$ cat config.mk
export PLATFORM = sky130hd
export DESIGN_NAME = crono_setpoint_alarma
export DESIGN_NICKNAME = d
export VERILOG_FILES = /design/src/rtl/crono_pkg.sv /design/src/rtl/bcd_campo_updn.sv /design/src/rtl/crono_setpoint_alarma.sv
export SDC_FILE = /design/constraint.sdc
export NUM_CORES = 1
export LEC_CHECK = 0
export BUFFER_PORTS_ARGS = -buffer_cell sky130_fd_sc_hd__clkbuf_2
export CAP_MARGIN = 10
export CORE_UTILIZATION = 60
export CTS_CLUSTER_SIZE = 10
export DETAILED_ROUTE_END_ITERATION = 12
export PLACE_DENSITY_LB_ADDON = 0.1
export SLEW_MARGIN = 0
export SYNTH_ARGS = -nofsm -noshare
export SYNTH_HDL_FRONTEND = slang
export SYNTH_HIERARCHICAL = 1
export SYNTH_SLANG_ARGS = --single-unit
$ cat constraint.sdc
create_clock -name reloj -period 2.7 [get_ports reloj]
set_clock_uncertainty 0.1 [all_clocks]
set_input_delay 0.135 -clock reloj [delete_from_list [all_inputs] [get_ports reloj]]
set_output_delay 0.135 -clock reloj [all_outputs]
set_load 0.02 [all_outputs]
$ cat src/rtl/crono_pkg.sv
// Shared definitions for the chronometer setpoint/alarm block: FSM state
// encoding, edit field codes, BCD field limits and the BCD step helper used
// by every setpoint field.
package crono_pkg;

  typedef enum logic [1:0] {
    IDLE    = 2'd0,
    ARMED   = 2'd1,
    RINGING = 2'd2
  } crono_state_e;

  localparam logic [1:0] CAMPO_SEG  = 2'd0;
  localparam logic [1:0] CAMPO_MIN  = 2'd1;
  localparam logic [1:0] CAMPO_HORA = 2'd2;
  localparam logic [1:0] CAMPO_NONE = 2'd3;

  localparam logic [7:0] MAX_SEG  = 8'h59;
  localparam logic [7:0] MAX_MIN  = 8'h59;
  localparam logic [7:0] MAX_HORA = 8'h23;

  // One BCD step up or down inside 00..lim, wrapping at both ends.
  // The units digit carries/borrows into the tens digit.
  function automatic logic [7:0] bcd_step(input logic [7:0] v,
                                          input logic [7:0] lim,
                                          input logic       up);
    logic [7:0] r;
    r = v;
    if (up) begin
      if (v == lim)              r = 8'h00;
      else if (v[3:0] == 4'd9)   r = {v[7:4] + 4'd1, 4'd0};
      else                       r = {v[7:4], v[3:0] + 4'd1};
    end else begin
      if (v == 8'h00)            r = lim;
      else if (v[3:0] == 4'd0)   r = {v[7:4] - 4'd1, 4'd9};
      else                       r = {v[7:4], v[3:0] - 4'd1};
    end
    return r;
  endfunction

endpackage

$ cat src/rtl/bcd_campo_updn.sv
// One BCD setpoint field (seconds, minutes or hours) with up/down stepping
// and wrap at 00 and at the field maximum. A simultaneous inc and dec is
// treated as no request.
module bcd_campo_updn
  import crono_pkg::*;
(
  input  logic       reloj,
  input  logic       resetM,
  input  logic       en,
  input  logic       inc,
  input  logic       dec,
  input  logic [7:0] max,
  output logic [7:0] q
);

  // Field register: steps once per accepted inc/dec pulse.
  always_ff @(posedge reloj or negedge resetM) begin
    if (!resetM) begin
      q <= 8'h00;
    end else if (en && (inc ^ dec)) begin
      q <= bcd_step(q, max, inc);
    end
  end

endmodule

$ cat src/rtl/crono_setpoint_alarma.sv
// Chronometer setpoint and alarm. Holds the BCD hh:mm:ss setpoint driven on
// alarma, captures the timer readback on each falling edge of READ, and rings
// (crono_fin high, 4 Hz buzzer) when a captured value equals the setpoint
// while the chrono runs. Ringing ends on ack.
// Optional macro CRONO_RING_TIMEOUT_EN: ringing also ends on its own after
// RING_SEC seconds.
// Handshake note: there is no valid/ready pair here; inc, dec and ack are
// single-cycle pulses sampled on the rising edge of reloj, READ is a level
// whose falling edge marks the readback as valid for capture.
module crono_setpoint_alarma
  import crono_pkg::*;
#(
  parameter int CLK_HZ   = 100_000_000,
  parameter int RING_SEC = 10
) (
  input  logic         reloj,
  input  logic         resetM,
  input  logic         edit_en,
  input  logic [1:0]   campo_sel,
  input  logic         inc,
  input  logic         dec,
  input  logic         act_crono,
  input  logic         READ,
  input  logic [7:0]   IN_segcr,
  input  logic [7:0]   IN_mincr,
  input  logic [7:0]   IN_horacr,
  input  logic         ack,
  output logic [23:0]  alarma,
  output logic         crono_fin,
  output logic         buzzer,
  output crono_state_e state_dbg
);

  localparam int DIV4 = (CLK_HZ / 4 > 1) ? CLK_HZ / 4 : 1;
  localparam int W4   = (DIV4 > 1) ? $clog2(DIV4) : 1;

  crono_state_e state, next_state;

  logic [7:0]  sp_s, sp_m, sp_h;
  logic [23:0] setpoint;
  logic        edit_ok;
  logic        en_s, en_m, en_h;

  logic        read_q;
  logic        read_fall;
  logic [23:0] snapshot;
  logic        cmp_v;

  logic [W4-1:0] div4_cnt;
  logic          tick_4hz;
  logic          ring_timeout;

  // ---------------------------------------------------------------------
  // Setpoint fields: editable only while idle with edit mode on.
  // ---------------------------------------------------------------------
  assign edit_ok = (state == IDLE) && edit_en;
  assign en_s    = edit_ok && (campo_sel == CAMPO_SEG);
  assign en_m    = edit_ok && (campo_sel == CAMPO_MIN);
  assign en_h    = edit_ok && (campo_sel == CAMPO_HORA);

  bcd_campo_updn u_seg (
    .reloj  (reloj),
    .resetM (resetM),
    .en     (en_s),
    .inc    (inc),
    .dec    (dec),
    .max    (MAX_SEG),
    .q      (sp_s)
  );

  bcd_campo_updn u_min (
    .reloj  (reloj),
    .resetM (resetM),
    .en     (en_m),
    .inc    (inc),
    .dec    (dec),
    .max    (MAX_MIN),
    .q      (sp_m)
  );

  bcd_campo_updn u_hora (
    .reloj  (reloj),
    .resetM (resetM),
    .en     (en_h),
    .inc    (inc),
    .dec    (dec),
    .max    (MAX_HORA),
    .q      (sp_h)
  );

  assign setpoint = {sp_h, sp_m, sp_s};
  assign alarma   = setpoint;

  // ---------------------------------------------------------------------
  // Readback capture on the falling edge of READ.
  // ---------------------------------------------------------------------
  assign read_fall = read_q && !READ;

  // Snapshot the timer readback and flag it for one comparison cycle.
  always_ff @(posedge reloj or negedge resetM) begin
    if (!resetM) begin
      read_q   <= 1'b0;
      snapshot <= 24'h0;
      cmp_v    <= 1'b0;
    end else begin
      read_q <= READ;
      cmp_v  <= read_fall;
      if (read_fall) begin
        snapshot <= {IN_horacr, IN_mincr, IN_segcr};
      end
    end
  end

  // ---------------------------------------------------------------------
  // Optional ring timeout: 1 Hz divider plus seconds counter, both
  // restarting whenever the block is not ringing.
  // ---------------------------------------------------------------------
`ifdef CRONO_RING_TIMEOUT_EN
  localparam int W1 = (CLK_HZ > 1) ? $clog2(CLK_HZ) : 1;
  localparam int WS = $clog2(RING_SEC + 1);

  logic [W1-1:0] div1_cnt;
  logic [WS-1:0] sec_cnt;
  logic          tick_1hz;

  assign tick_1hz     = (div1_cnt == W1'(CLK_HZ - 1));
  assign ring_timeout = tick_1hz && (sec_cnt == WS'(RING_SEC - 1));

  // Count ringing seconds from RINGING entry.
  always_ff @(posedge reloj or negedge resetM) begin
    if (!resetM) begin
      div1_cnt <= '0;
      sec_cnt  <= '0;
    end else if (state != RINGING) begin
      div1_cnt <= '0;
      sec_cnt  <= '0;
    end else if (tick_1hz) begin
      div1_cnt <= '0;
      sec_cnt  <= sec_cnt + WS'(1);
    end else begin
      div1_cnt <= div1_cnt + W1'(1);
    end
  end
`else
  localparam int ring_sec_unused = RING_SEC;
  assign ring_timeout = 1'b0;
`endif

  // ---------------------------------------------------------------------
  // Alarm FSM
  // ---------------------------------------------------------------------
  // State register.
  always_ff @(posedge reloj or negedge resetM) begin
    if (!resetM) begin
      state <= IDLE;
    end else begin
      state <= next_state;
    end
  end

  // Next-state logic; dropping act_crono wins over a same-cycle match.
  always_comb begin
    next_state = state;
    case (state)
      IDLE: begin
        if (act_crono && !edit_en && (setpoint != 24'h0)) begin
          next_state = ARMED;
        end
      end
      ARMED: begin
        if (!act_crono) begin
          next_state = IDLE;
        end else if (cmp_v && (snapshot == setpoint)) begin
          next_state = RINGING;
        end
      end
      RINGING: begin
        if (ack || ring_timeout) begin
          next_state = IDLE;
        end
      end
      default: next_state = IDLE;
    endcase
  end

  assign crono_fin = (state == RINGING);
  assign state_dbg = state;

  // ---------------------------------------------------------------------
  // Buzzer: 4 Hz toggle while ringing, forced low on the exit edge.
  // ---------------------------------------------------------------------
  assign tick_4hz = (div4_cnt == W4'(DIV4 - 1));

  // 4 Hz divider and buzzer flop, held clear outside RINGING.
  always_ff @(posedge reloj or negedge resetM) begin
    if (!resetM) begin
      div4_cnt <= '0;
      buzzer   <= 1'b0;
    end else if (next_state != RINGING) begin
      div4_cnt <= '0;
      buzzer   <= 1'b0;
    end else if (state == RINGING) begin
      if (tick_4hz) begin
        div4_cnt <= '0;
        buzzer   <= !buzzer;
      end else begin
        div4_cnt <= div4_cnt + W4'(1);
      end
    end
  end

endmodule
# Yosys cells after proc, flatten, opt, wreduce, memory -nomap -nowiden
# Index checks and enable logic that the tools add are counted.
word_totals:
  in_bits: 34
  output_inout_bits: 28
  elab_cells: 100
  register_bits: 78
classes:
  n_eq_ne: 16
  addsub: 13
  mux: 26
  bitwise: 1
  n_reduce_logical: 32
op_table:
  columns: ["cell", "n"]
  rows:
  - ["$mux W8", 15]
  - ["$mux W25", 3]
  - ["$add A25 B1 Y25 const B", 1]
  - ["$eq A25 B25 Y1 const B", 1]
  - ["$add A4 B1 Y4 const B", 6]
  - ["$eq A24 B24 Y1", 1]
  - ["$logic_not A8 Y1", 3]
  - ["$reduce_bool A24 Y1", 1]
  - ["$sub A4 B1 Y4 const B", 6]
  - ["$eq A8 B7 Y1 const B", 2]
  - ["$eq A4 B4 Y1 const B", 3]
  - ["$logic_not A4 Y1", 3]
  - ["$logic_and A1 B1 Y1", 11]
  - ["$ne A3 B1 Y1 const B", 3]
  - ["$reduce_and A3 Y1", 3]
  - ["$reduce_bool A3 Y1", 3]
  - ["$eq A8 B6 Y1 const B", 1]
  - ["$mux W2", 4]
  - ["$pmux W2 S3", 1]
  - ["$eq A2 B1 Y1 const B", 2]
  - ["$eq A2 B2 Y1 const B", 2]
  - ["$logic_not A2 Y1", 2]
  - ["$reduce_bool A2 Y1", 2]
  - ["$logic_not A1 Y1", 3]
  - ["4 further kinds", 6]

# Longest topological paths before layout
# Gate-level depths: netlist (run 1).
logic_depth:
  word_depth: 8
  ltp_mapped: 8
  depth_no_buf: 8

# Hierarchy
# Netlist (run 1), hierarchy kept.
by_module_without_submodules:
  columns: ["module", "cells_each", "seq_area_each_um2", "area_each_um2", "n_inst"]
  rows:
  - ["crono_setpoint_alarma", 288, 1351.3, 2989.1, 1]
  - ["bcd_campo_updn at u_hora ...", 110, 200.2, 932.1, 2]
  - ["bcd_campo_updn at u_seg", 114, 200.2, 905.9, 1]

# Worst setup path before layout (run 1)
# OpenSTA, ideal clock, no wires.
synth_timing:
  kind: "reg2reg"
  from: "reg state[0], in the netlist state_dbg[0]"
  to: "reg u_min.q[7]"
  path_stages_with_launch: 8
  required_time_ns: 2.476
  synth_period_minus_slack_ns: 2.195
  n_path_buf: 0
  path_slack_ns: 0.505
  setup_time_ns: 0.124
  t_arrival_ns: 1.971
  path_cell_list: "dfrtp_1 nor2_1 nand2_1 nor3b_1 and3b_1 a31oi_1 and2_1 a211o_1"
synth_between:
  elab_chain_cells: 5
synth_lines:
  columns: ["element", "line", "source"]
  rows:
  - ["start: declaration", "crono_setpoint_alarma.sv:37", "crono_state_e state, next_state;"]
  - ["start signal: assignment", "crono_setpoint_alarma.sv:157", "state <= next_state;"]
  - ["$logic_not A2 Y1", "crono_setpoint_alarma.sv:56", "assign edit_ok = (state == IDLE) && edit_en;"]
  - ["$logic_and A1 B1 Y1", "crono_setpoint_alarma.sv:56", null]
  - ["$logic_and A1 B1 Y1", "crono_setpoint_alarma.sv:58", "assign en_m = edit_ok && (campo_sel == CAMPO_MIN);"]
  - ["via en_m", "crono_setpoint_alarma.sv:42", "logic en_s, en_m, en_h;"]
  - ["$logic_and A1 B1 Y1", "bcd_campo_updn.sv:20", "end else if (en && (inc ^ dec)) begin"]
  - ["$reduce_and A3 Y1 (no line)", null, null]
  - ["end signal: assignment", "bcd_campo_updn.sv:21", "q <= bcd_step(q, max, inc);"]
  - ["end: declaration", "bcd_campo_updn.sv:13", "output logic [7:0] q"]
# The timed path passes the listed nets, and every way through them passes these cells.
# A chain may end at the register's enable or synchronous reset.

# Worst setup path in the final report (run 1)
layout_timing:
  from: "reg div4_cnt[8]"
  to: "reg div4_cnt[8]"
layout_between:
  elab_chain_cells: 4
  elab_cells_between_ends: 5
  classes_between: "1 x add/sub; 1 x eq/ne; 3 x mux"
layout_lines:
  columns: ["element", "line", "source"]
  rows:
  - ["start: declaration", "crono_setpoint_alarma.sv:49", "logic [W4-1:0] div4_cnt;"]
  - ["start signal: assignment", "crono_setpoint_alarma.sv:207", "div4_cnt <= div4_cnt + W4'(1);"]
  - ["$add A25 B1 Y25 or $eq A25 B25 Y1 (tied branches)", "crono_setpoint_alarma.sv:207, crono_setpoint_alarma.sv:192", null]
  - ["$mux W25 (*)", "crono_setpoint_alarma.sv:203", "if (tick_4hz) begin"]
  - ["$mux W25 (*)", "crono_setpoint_alarma.sv:202", "end else if (state == RINGING) begin"]
  - ["$mux W25 (*)", "crono_setpoint_alarma.sv:199", "end else if (next_state != RINGING) begin"]
# Mark *: on every way between the ends. The rest lies on a longest branch, timed or not. The select of a mux whose other input is x is not followed.

==> qor.txt, run 1 <==
Data required time at the worst endpoint: 2850 ps
Detailed router's first-iteration violation count: 327
Final WS setup: 222 ps
Total iterations of the first detailed-routing run: 4
Number of max-capacitance violations reported: 0
Number of ports placed on the die boundary: 62
Critical-path maximum fanout: 28
Buffers added on ports: 61
Post-synthesis async set-or-reset flop share: 100%
Number of vias after detailed routing: 5454
Top area cells in the synthesized netlist: sky130_fd_sc_hd__dfrtp_1 (34%), sky130_fd_sc_hd__xnor2_1 (4.9%), sky130_fd_sc_hd__mux2_2 (4.7%)
Area Growth Syn to Fin: 20.6%
Outcome: finished clean
Worst Path Class, Setup: flip-flop to flip-flop
Setup violation total in the final timing report: 0
Die Y-Extent: 100 um
Clock tree root buffer cell: sky130_fd_sc_hd__clkbuf_8
Tightest Pin Transition: 1000 ps
Arrival @ worst endpoint: 2620 ps
Hold Fails Final Rpt: 0
Fill cells: 715
Die outline area: 10000 um^2
Weighted congestion at the end of routability-driven global placement: 0.916
Portion of total power attributed to combinational logic: 28.5%
Share of the synthesized area in the top cell type: 33.9%
Final period demand of the worst path: 2480 ps
Min Hold Slack: 14.1 ps
Post-route DRC: 0
Placeable core area: 9280 um^2
Number of nets in the layout: 814
Fraction of power consumed by sequential logic: 40.3%
Leakage power total: 0.00306 uW
Final wirelength: 15200 um
Synth Register Bits: 78
Most instantiated flip-flop cell in the synthesis netlist: sky130_fd_sc_hd__dfrtp_1
Endpoint type of the worst setup path: flip-flop
Max transition margin: 33.2%
Post-DP Area: 6420 um^2
Post-synth EDFFs: 0
WL per Instance: 16.9 um
CTS tree: yes
RSZ-0062 raised after global routing: no
Internal cell power: 2390 uW
TritonCTS buffer count: 9
Number of sinks on the clock net: 78
Power density relative to cell area: 522 nW/um^2
Largest net degree at the start of global routing: 79
Placed wire-length estimate after detailed placement: 10400 um
Final Slew Violations: 0
Netlist area before placement: 5760 um^2
Clock network latency to the later pin of the worst-skew pair: 350 ps
Number of antenna violations at the first check in global routing: 0
Inserted Diodes: 0
Final TNS setup: 0 ps
Longest Clk Path Bufs: 2
Area of all placed cells without fillers: 6950 um^2
Post-layout total power: 3620 uW
Share of synthesized area occupied by flip-flops and latches: 33.9%
# Post-CTS Setup Buffers: 0
Fraction of final layout cells with drive strength greater than 1: 19.9%
Initial Util: 62.0%
Post-Synthesis Cells: 622
Vias per cell: 6.07
Cell type with the highest aggregate area in the netlist: sky130_fd_sc_hd__dfrtp_1
Total congestion overflow: 0
Switching Power: 1230 uW
Share of the clock period used by the worst path after layout: 91.8%
Worst slack after detailed placement: 267 ps
Multi-input gate area: 3730 um^2
Mean cell area of the mapped netlist: 9.26 um^2
Post-synthesis cell type count: 69
Highest achievable clock rate: 0.404 GHz
Sequential standard cell area: 1950 um^2
Critical path startpoint category: flip-flop
Clock share of power: 31.2%
Number of global-route vias before repair: 5329
Number of nets with antenna violations after detailed routing: 0
Total Routing Usage GR: 31.7%
Worst hold path type: primary input to flip-flop
Peak ir drop on the vdd network: 0.435 mV
Level count of the clock H-tree: 3
Yosys warning count: 6
Clock edge transition at the registers on the reported setup and hold paths: 100 ps
Global-route wire length before repair: 25400 um
Switching share of total power: 33.9%
Die W: 100 um
Std cell rows: 35
[worst max-delay path, cell delays in order, from the launching register on]
cell and delay, ps:
sky130_fd_sc_hd__dfrtp_1 450, sky130_fd_sc_hd__nor4b_1 310, sky130_fd_sc_hd__nand4_1 180, sky130_fd_sc_hd__o41a_1 630
sky130_fd_sc_hd__buf_12 250, sky130_fd_sc_hd__and3_1 170, sky130_fd_sc_hd__a221o_1 260
[power groups by stage]
stage / Sequential (uW) / Combinational, uW / Clock (uW)
floorplan: 1520 / 611 / 0
detailed placement: 1480 / 981 / 0
CTS: 1460 / 1020 / 1140
global placement: 1470 / 945 / 0
global route: 1480 / 1140 / 1180
finish: 1460 / 1030 / 1130
[cells in the mapped netlist (5+ instances only)]
cell type / instances
sky130_fd_sc_hd__dfrtp_1: 78
sky130_fd_sc_hd__nor2_1: 36
sky130_fd_sc_hd__nand2_1: 35
sky130_fd_sc_hd__xnor2_1: 32
sky130_fd_sc_hd__o21ai_0: 28
sky130_fd_sc_hd__nand3_1: 27
sky130_fd_sc_hd__mux2_2: 24
sky130_fd_sc_hd__a21oi_1: 23
sky130_fd_sc_hd__nand4_1: 23
sky130_fd_sc_hd__nor2b_1: 19
sky130_fd_sc_hd__inv_1: 18
sky130_fd_sc_hd__nor4_1: 18
sky130_fd_sc_hd__and3_1: 17
sky130_fd_sc_hd__buf_2: 16
sky130_fd_sc_hd__ha_1: 16
sky130_fd_sc_hd__xor2_1: 16
sky130_fd_sc_hd__nor3_1: 13
sky130_fd_sc_hd__a221o_1: 12
sky130_fd_sc_hd__nand2b_1: 10
sky130_fd_sc_hd__nand3b_1: 9
sky130_fd_sc_hd__o31ai_1: 9
sky130_fd_sc_hd__a311oi_1: 8
sky130_fd_sc_hd__o21ai_1: 8
sky130_fd_sc_hd__a31oi_1: 7
sky130_fd_sc_hd__and3b_1: 6
sky130_fd_sc_hd__buf_6: 6
sky130_fd_sc_hd__nor3b_2: 6
sky130_fd_sc_hd__nor3b_1: 5
sky130_fd_sc_hd__o211a_1: 5
[metrics by stage]
| step | util (%) | instances |
|---|---|---|
| detailed placement | 69.2 | 855 |
| finish | 74.8 | 898 |
| global placement | 69.2 | 855 |
| floorplan | - | 671 |
| CTS | 74.8 | 898 |
| global route | 74.8 | 898 |
[logic make-up after synthesis]
family | count (synthesis) | synth area share (%)
adders and majority gates | 16 | 3.48
AOI/OAI and AO/OA | 159 | 20.5
muxes | 24 | 4.69
buffers and inverters | 50 | 4.65
other | 2 | 0.130
and+or+nand+nor | 245 | 25.4
DFF | 78 | 33.9
xor gates and xnor gates | 48 | 7.30
[registers in the layout (all words and copies together) (netlist names)]
| signal | flops |
|---|---|
| cmp_v | 1 |
| u_min/q | 8 |
| snapshot | 24 |
| u_hora/q | 8 |
| state_dbg | 2 |
| div4_cnt | 25 |
| u_seg/q | 8 |
| buzzer | 1 |
| read_q | 1 |
[area by class of cell]
class,count,area share [%]
timing repair buffer,114,11.3
sequential,78,28.1
tap,129,2.32
clock buffer,10,1.98
inverter,18,0.973
multi-input combinational,543,53.6
clock inverter,6,1.68
[metal layers]
layer | up-vias | GRT usage (%) | share of wire, %
met3 | 23 | 4.04 | 5.7
met2 | 189 | 53.4 | 49
met5 | - | 0 | 0
li1 | 2585 | - | -
met4 | 0 | 11.0 | 1.8
met1 | 2657 | 42.2 | 43
[layout by cell type (no fill, tap or decap), types with 5 or more instances in the layout]
master,n
sky130_fd_sc_hd__nor2b_1,18
sky130_fd_sc_hd__ha_1,16
sky130_fd_sc_hd__dfrtp_1,78
sky130_fd_sc_hd__nor3b_1,5
sky130_fd_sc_hd__xor2_1,16
sky130_fd_sc_hd__nor2_1,36
sky130_fd_sc_hd__conb_1,51
sky130_fd_sc_hd__nand3b_1,9
sky130_fd_sc_hd__o21ai_0,28
sky130_fd_sc_hd__a31oi_1,7
sky130_fd_sc_hd__nand2_1,35
sky130_fd_sc_hd__inv_1,18
sky130_fd_sc_hd__nor4_1,18
sky130_fd_sc_hd__a21oi_1,23
sky130_fd_sc_hd__clkbuf_8,10
sky130_fd_sc_hd__a311oi_1,8
sky130_fd_sc_hd__o31ai_1,9
sky130_fd_sc_hd__buf_4,26
sky130_fd_sc_hd__nand2b_1,10
sky130_fd_sc_hd__and3b_1,6
sky130_fd_sc_hd__a221o_1,12
sky130_fd_sc_hd__nand4_1,23
sky130_fd_sc_hd__nor3_1,13
sky130_fd_sc_hd__clkbuf_2,60
sky130_fd_sc_hd__o211a_1,5
sky130_fd_sc_hd__dlygate4sd3_1,27
sky130_fd_sc_hd__nor3b_2,6
sky130_fd_sc_hd__mux2_2,24
sky130_fd_sc_hd__xnor2_1,32
sky130_fd_sc_hd__and3_1,17
sky130_fd_sc_hd__o21ai_1,8
sky130_fd_sc_hd__nand3_1,27
[repair_timing]
action / CTS / global route
hold buffers: 27 / 0
gates resized for setup: 0 / 0
endpoints found under the hold margin: 104 / 0
endpoints found under the setup margin: 0 / 0
[worst paths after layout]
kind                                    startpoint                       to  slack, ps  cells after the start
min in group asynchronous                   resetM   u_seg/q[0]$_DFFE_PN0P_        380                      2
hold reg to reg            snapshot[2]$_DFFE_PN0P_  snapshot[2]$_DFFE_PN0P_        440                      1
setup / recovery           div4_cnt[8]$_DFFE_PN0P_  div4_cnt[8]$_DFFE_PN0P_        220                      6
max in group asynchronous                   resetM  snapshot[9]$_DFFE_PN0P_       1460                      2
setup reg to reg           div4_cnt[8]$_DFFE_PN0P_  div4_cnt[8]$_DFFE_PN0P_        220                      6
hold / removal                             edit_en   state_dbg[0]$_DFF_PN0_         10                      4
Power figures use the tool's default switching activity.
==> run 2: changes to the inputs <==
--- a/config.mk
+++ b/config.mk
@@ -7,6 +7,7 @@
 export LEC_CHECK = 0
 export BUFFER_PORTS_ARGS = -buffer_cell sky130_fd_sc_hd__clkbuf_2
 export CAP_MARGIN = 10
+export CORE_MARGIN = 2
 export CORE_UTILIZATION = 60
 export CTS_CLUSTER_SIZE = 10
 export DETAILED_ROUTE_END_ITERATION = 12
==> qor.txt, run 2 (same netlist as run 1, synthesis figures left out) <==
Outcome: finished clean (unchanged)
Cts-stage hold buffer count: 27 (unchanged)
Die outline area: 10400 um^2 (was 10000 um^2)
Data required time at the worst endpoint: 2890 ps (was 2850 ps)
Most frequent cells in the layout: sky130_fd_sc_hd__dfrtp_1 (78), sky130_fd_sc_hd__clkbuf_2 (60), sky130_fd_sc_hd__conb_1 (51) (unchanged)
Post-layout utilization of the core: 74.0% (was 74.8%)
Level count of the clock H-tree: 3 (unchanged)
Largest net degree at the start of global routing: 79 (unchanged)
Clock tree root buffer cell: sky130_fd_sc_hd__clkbuf_8 (unchanged)
Vias per cell: 6.01 (was 6.07)
Power density relative to cell area: 487 nW/um^2 (was 522 nW/um^2)
Critical-path maximum fanout: 10 (was 28)
Area Growth Syn to Fin: 19.2% (was 20.6%)
Clock edge transition at the registers on the reported setup and hold paths: 80 ps (was 100 ps)
Start point of the critical path: u_hora/q[5]$_DFFE_PN0P_ (was div4_cnt[8]$_DFFE_PN0P_)
Inst Count DP: 855 (unchanged)
Weighted congestion at the end of routability-driven global placement: 0.900 (was 0.916)
Number of nets in the layout: 814 (unchanged)
Max transition margin: 32.0% (was 33.2%)
Leading registers by flop count: div4_cnt x25, snapshot x24 (unchanged)
Leakage power total: 0.00303 uW (was 0.00306 uW)
Area of all placed cells without fillers: 6870 um^2 (was 6950 um^2)
Placed wire-length estimate after detailed placement: 10400 um (about the same)
Fraction of final layout cells with drive strength greater than 1: 19.5% (was 19.9%)
Placeable core area: 9280 um^2 (unchanged)
Number of nets with antenna violations after detailed routing: 0 (unchanged)
Post-DP Area: 6410 um^2 (was 6420 um^2)
Final period demand of the worst path: 2300 ps (was 2480 ps)
Peak ir drop on the vdd network: 0.602 mV (was 0.435 mV)
Number of global-route vias before repair: 5243 (was 5329)
Initial Util: 62.0% (unchanged)
TritonCTS buffer count: 9 (unchanged)
CTS tree: yes (unchanged)
Number of antenna violations at the first check in global routing: 0 (unchanged)
Register ranked first by flip-flop count: div4_cnt (unchanged)
# Post-CTS Setup Buffers: 0 (unchanged)
Min Hold Slack: 6.63 ps (was 14.1 ps)
Share of the clock period used by the worst path after layout: 85.4% (was 91.8%)
Detailed router's first-iteration violation count: 394 (was 327)
Total of cells resized after clock tree synthesis: 0 (unchanged)
Die W: 102 um (was 100 um)
Worst hold path type: primary input to flip-flop (unchanged)
Final wirelength: 15400 um (was 15200 um)
Number of standard cells in the layout, taps in and fillers out: 897 (was 898)
Commonest non-fill, non-tap cell in the layout: sky130_fd_sc_hd__dfrtp_1 (unchanged)
Global-route wire length before repair: 25600 um (was 25400 um)
Number of vias after detailed routing: 5389 (was 5454)
Clock network latency to the later pin of the worst-skew pair: 370 ps (was 350 ps)
Longest Clk Path Bufs: 2 (unchanged)
Total Routing Usage GR: 31.2% (was 31.7%)
Highest achievable clock rate: 0.434 GHz (was 0.404 GHz)
Total iterations of the first detailed-routing run: 5 (was 4)
RR Startpoint: u_hora/q[5]$_DFFE_PN0P_ (was div4_cnt[8]$_DFFE_PN0P_)
Tightest Pin Transition: 1020 ps (was 1000 ps)
Final Slew Violations: 0 (unchanged)
Final TNS setup: 0 ps (unchanged)
Total congestion overflow: 0 (unchanged)
Die Y-Extent: 102 um (was 100 um)
Buffers added on ports: 61 (unchanged)
WL per Instance: 17.2 um (was 16.9 um)
Critical path startpoint category: flip-flop (unchanged)
Endpoint type of the worst setup path: flip-flop (unchanged)
Number of ports placed on the die boundary: 62 (unchanged)
Launch instance of the worst min-delay path: edit_en (unchanged)
Setup violation total in the final timing report: 0 (unchanged)
Std cell rows: 35 (unchanged)
Worst Path Class, Setup: flip-flop to flip-flop (unchanged)
Number of max-capacitance violations reported: 0 (unchanged)
Inserted Diodes: 0 (unchanged)
Number of sinks on the clock net: 78 (unchanged)
RSZ-0062 raised after global routing: no (unchanged)
Number of flip-flops under the largest register name: 25 (unchanged)
Post-route DRC: 0 (unchanged)
Hold Fails Final Rpt: 0 (unchanged)
Arrival @ worst endpoint: 2490 ps (was 2620 ps)
[run 2: per-layer routing]
metal  GRT usage [%]  vias up  share of wire [%]
li1                -     2574                  -
met1            42.8     2596                 45
met2            50.6      194                 48
met3            6.98       25                5.6
met4            7.90        0                1.9
met5               0        -                  0
[run 2: final timing paths]
check | to | slack (ps) | cells past startpoint
worst max-delay path | u_hora/q[1]$_DFFE_PN0P_ | 400 | 7
worst min-delay path | state_dbg[0]$_DFF_PN0_ | 7 | 4
worst max register to register | u_hora/q[1]$_DFFE_PN0P_ | 400 | 7
worst min register to register | snapshot[6]$_DFFE_PN0P_ | 430 | 1
max in group asynchronous | snapshot[18]$_DFFE_PN0P_ | 1460 | 2
min in group asynchronous | u_seg/q[0]$_DFFE_PN0P_ | 370 | 2
[run 2: through the flow]
stage	setup WS, ps	power [uW]
floorplan	505	2130
CTS	420	3340
global route	207	3530
finish	396	3350
global placement	476	2420
detailed placement	429	2460
[run 2: worst max-delay path: stages (launching register included)]
cell	delay, ps
sky130_fd_sc_hd__dfrtp_1	530
sky130_fd_sc_hd__inv_1	110
sky130_fd_sc_hd__ha_1	260
sky130_fd_sc_hd__nor3b_2	460
sky130_fd_sc_hd__nand2_1	110
sky130_fd_sc_hd__a211oi_1	380
sky130_fd_sc_hd__a311oi_1	90
sky130_fd_sc_hd__a21oi_1	180
[run 2: cell type report]
class | instances | area [um^2]
inverters | 18 | 67.6
clock buffers | 15 | 186
repair buffers | 114 | 773
well taps | 129 | 161
fillers | 710 | 2420
flip-flops and latches | 78 | 1950
multi-input cells | 543 | 3730
[run 2: power breakdown]
| group | switching (uW) | internal, uW | leakage (uW) | total [uW] |
|---|---|---|---|---|
| clock | 421 | 431 | 0.0000958 | 852 |
| sequential | 196 | 1280 | 0.000953 | 1470 |
| combinational | 558 | 464 | 0.00198 | 1020 |
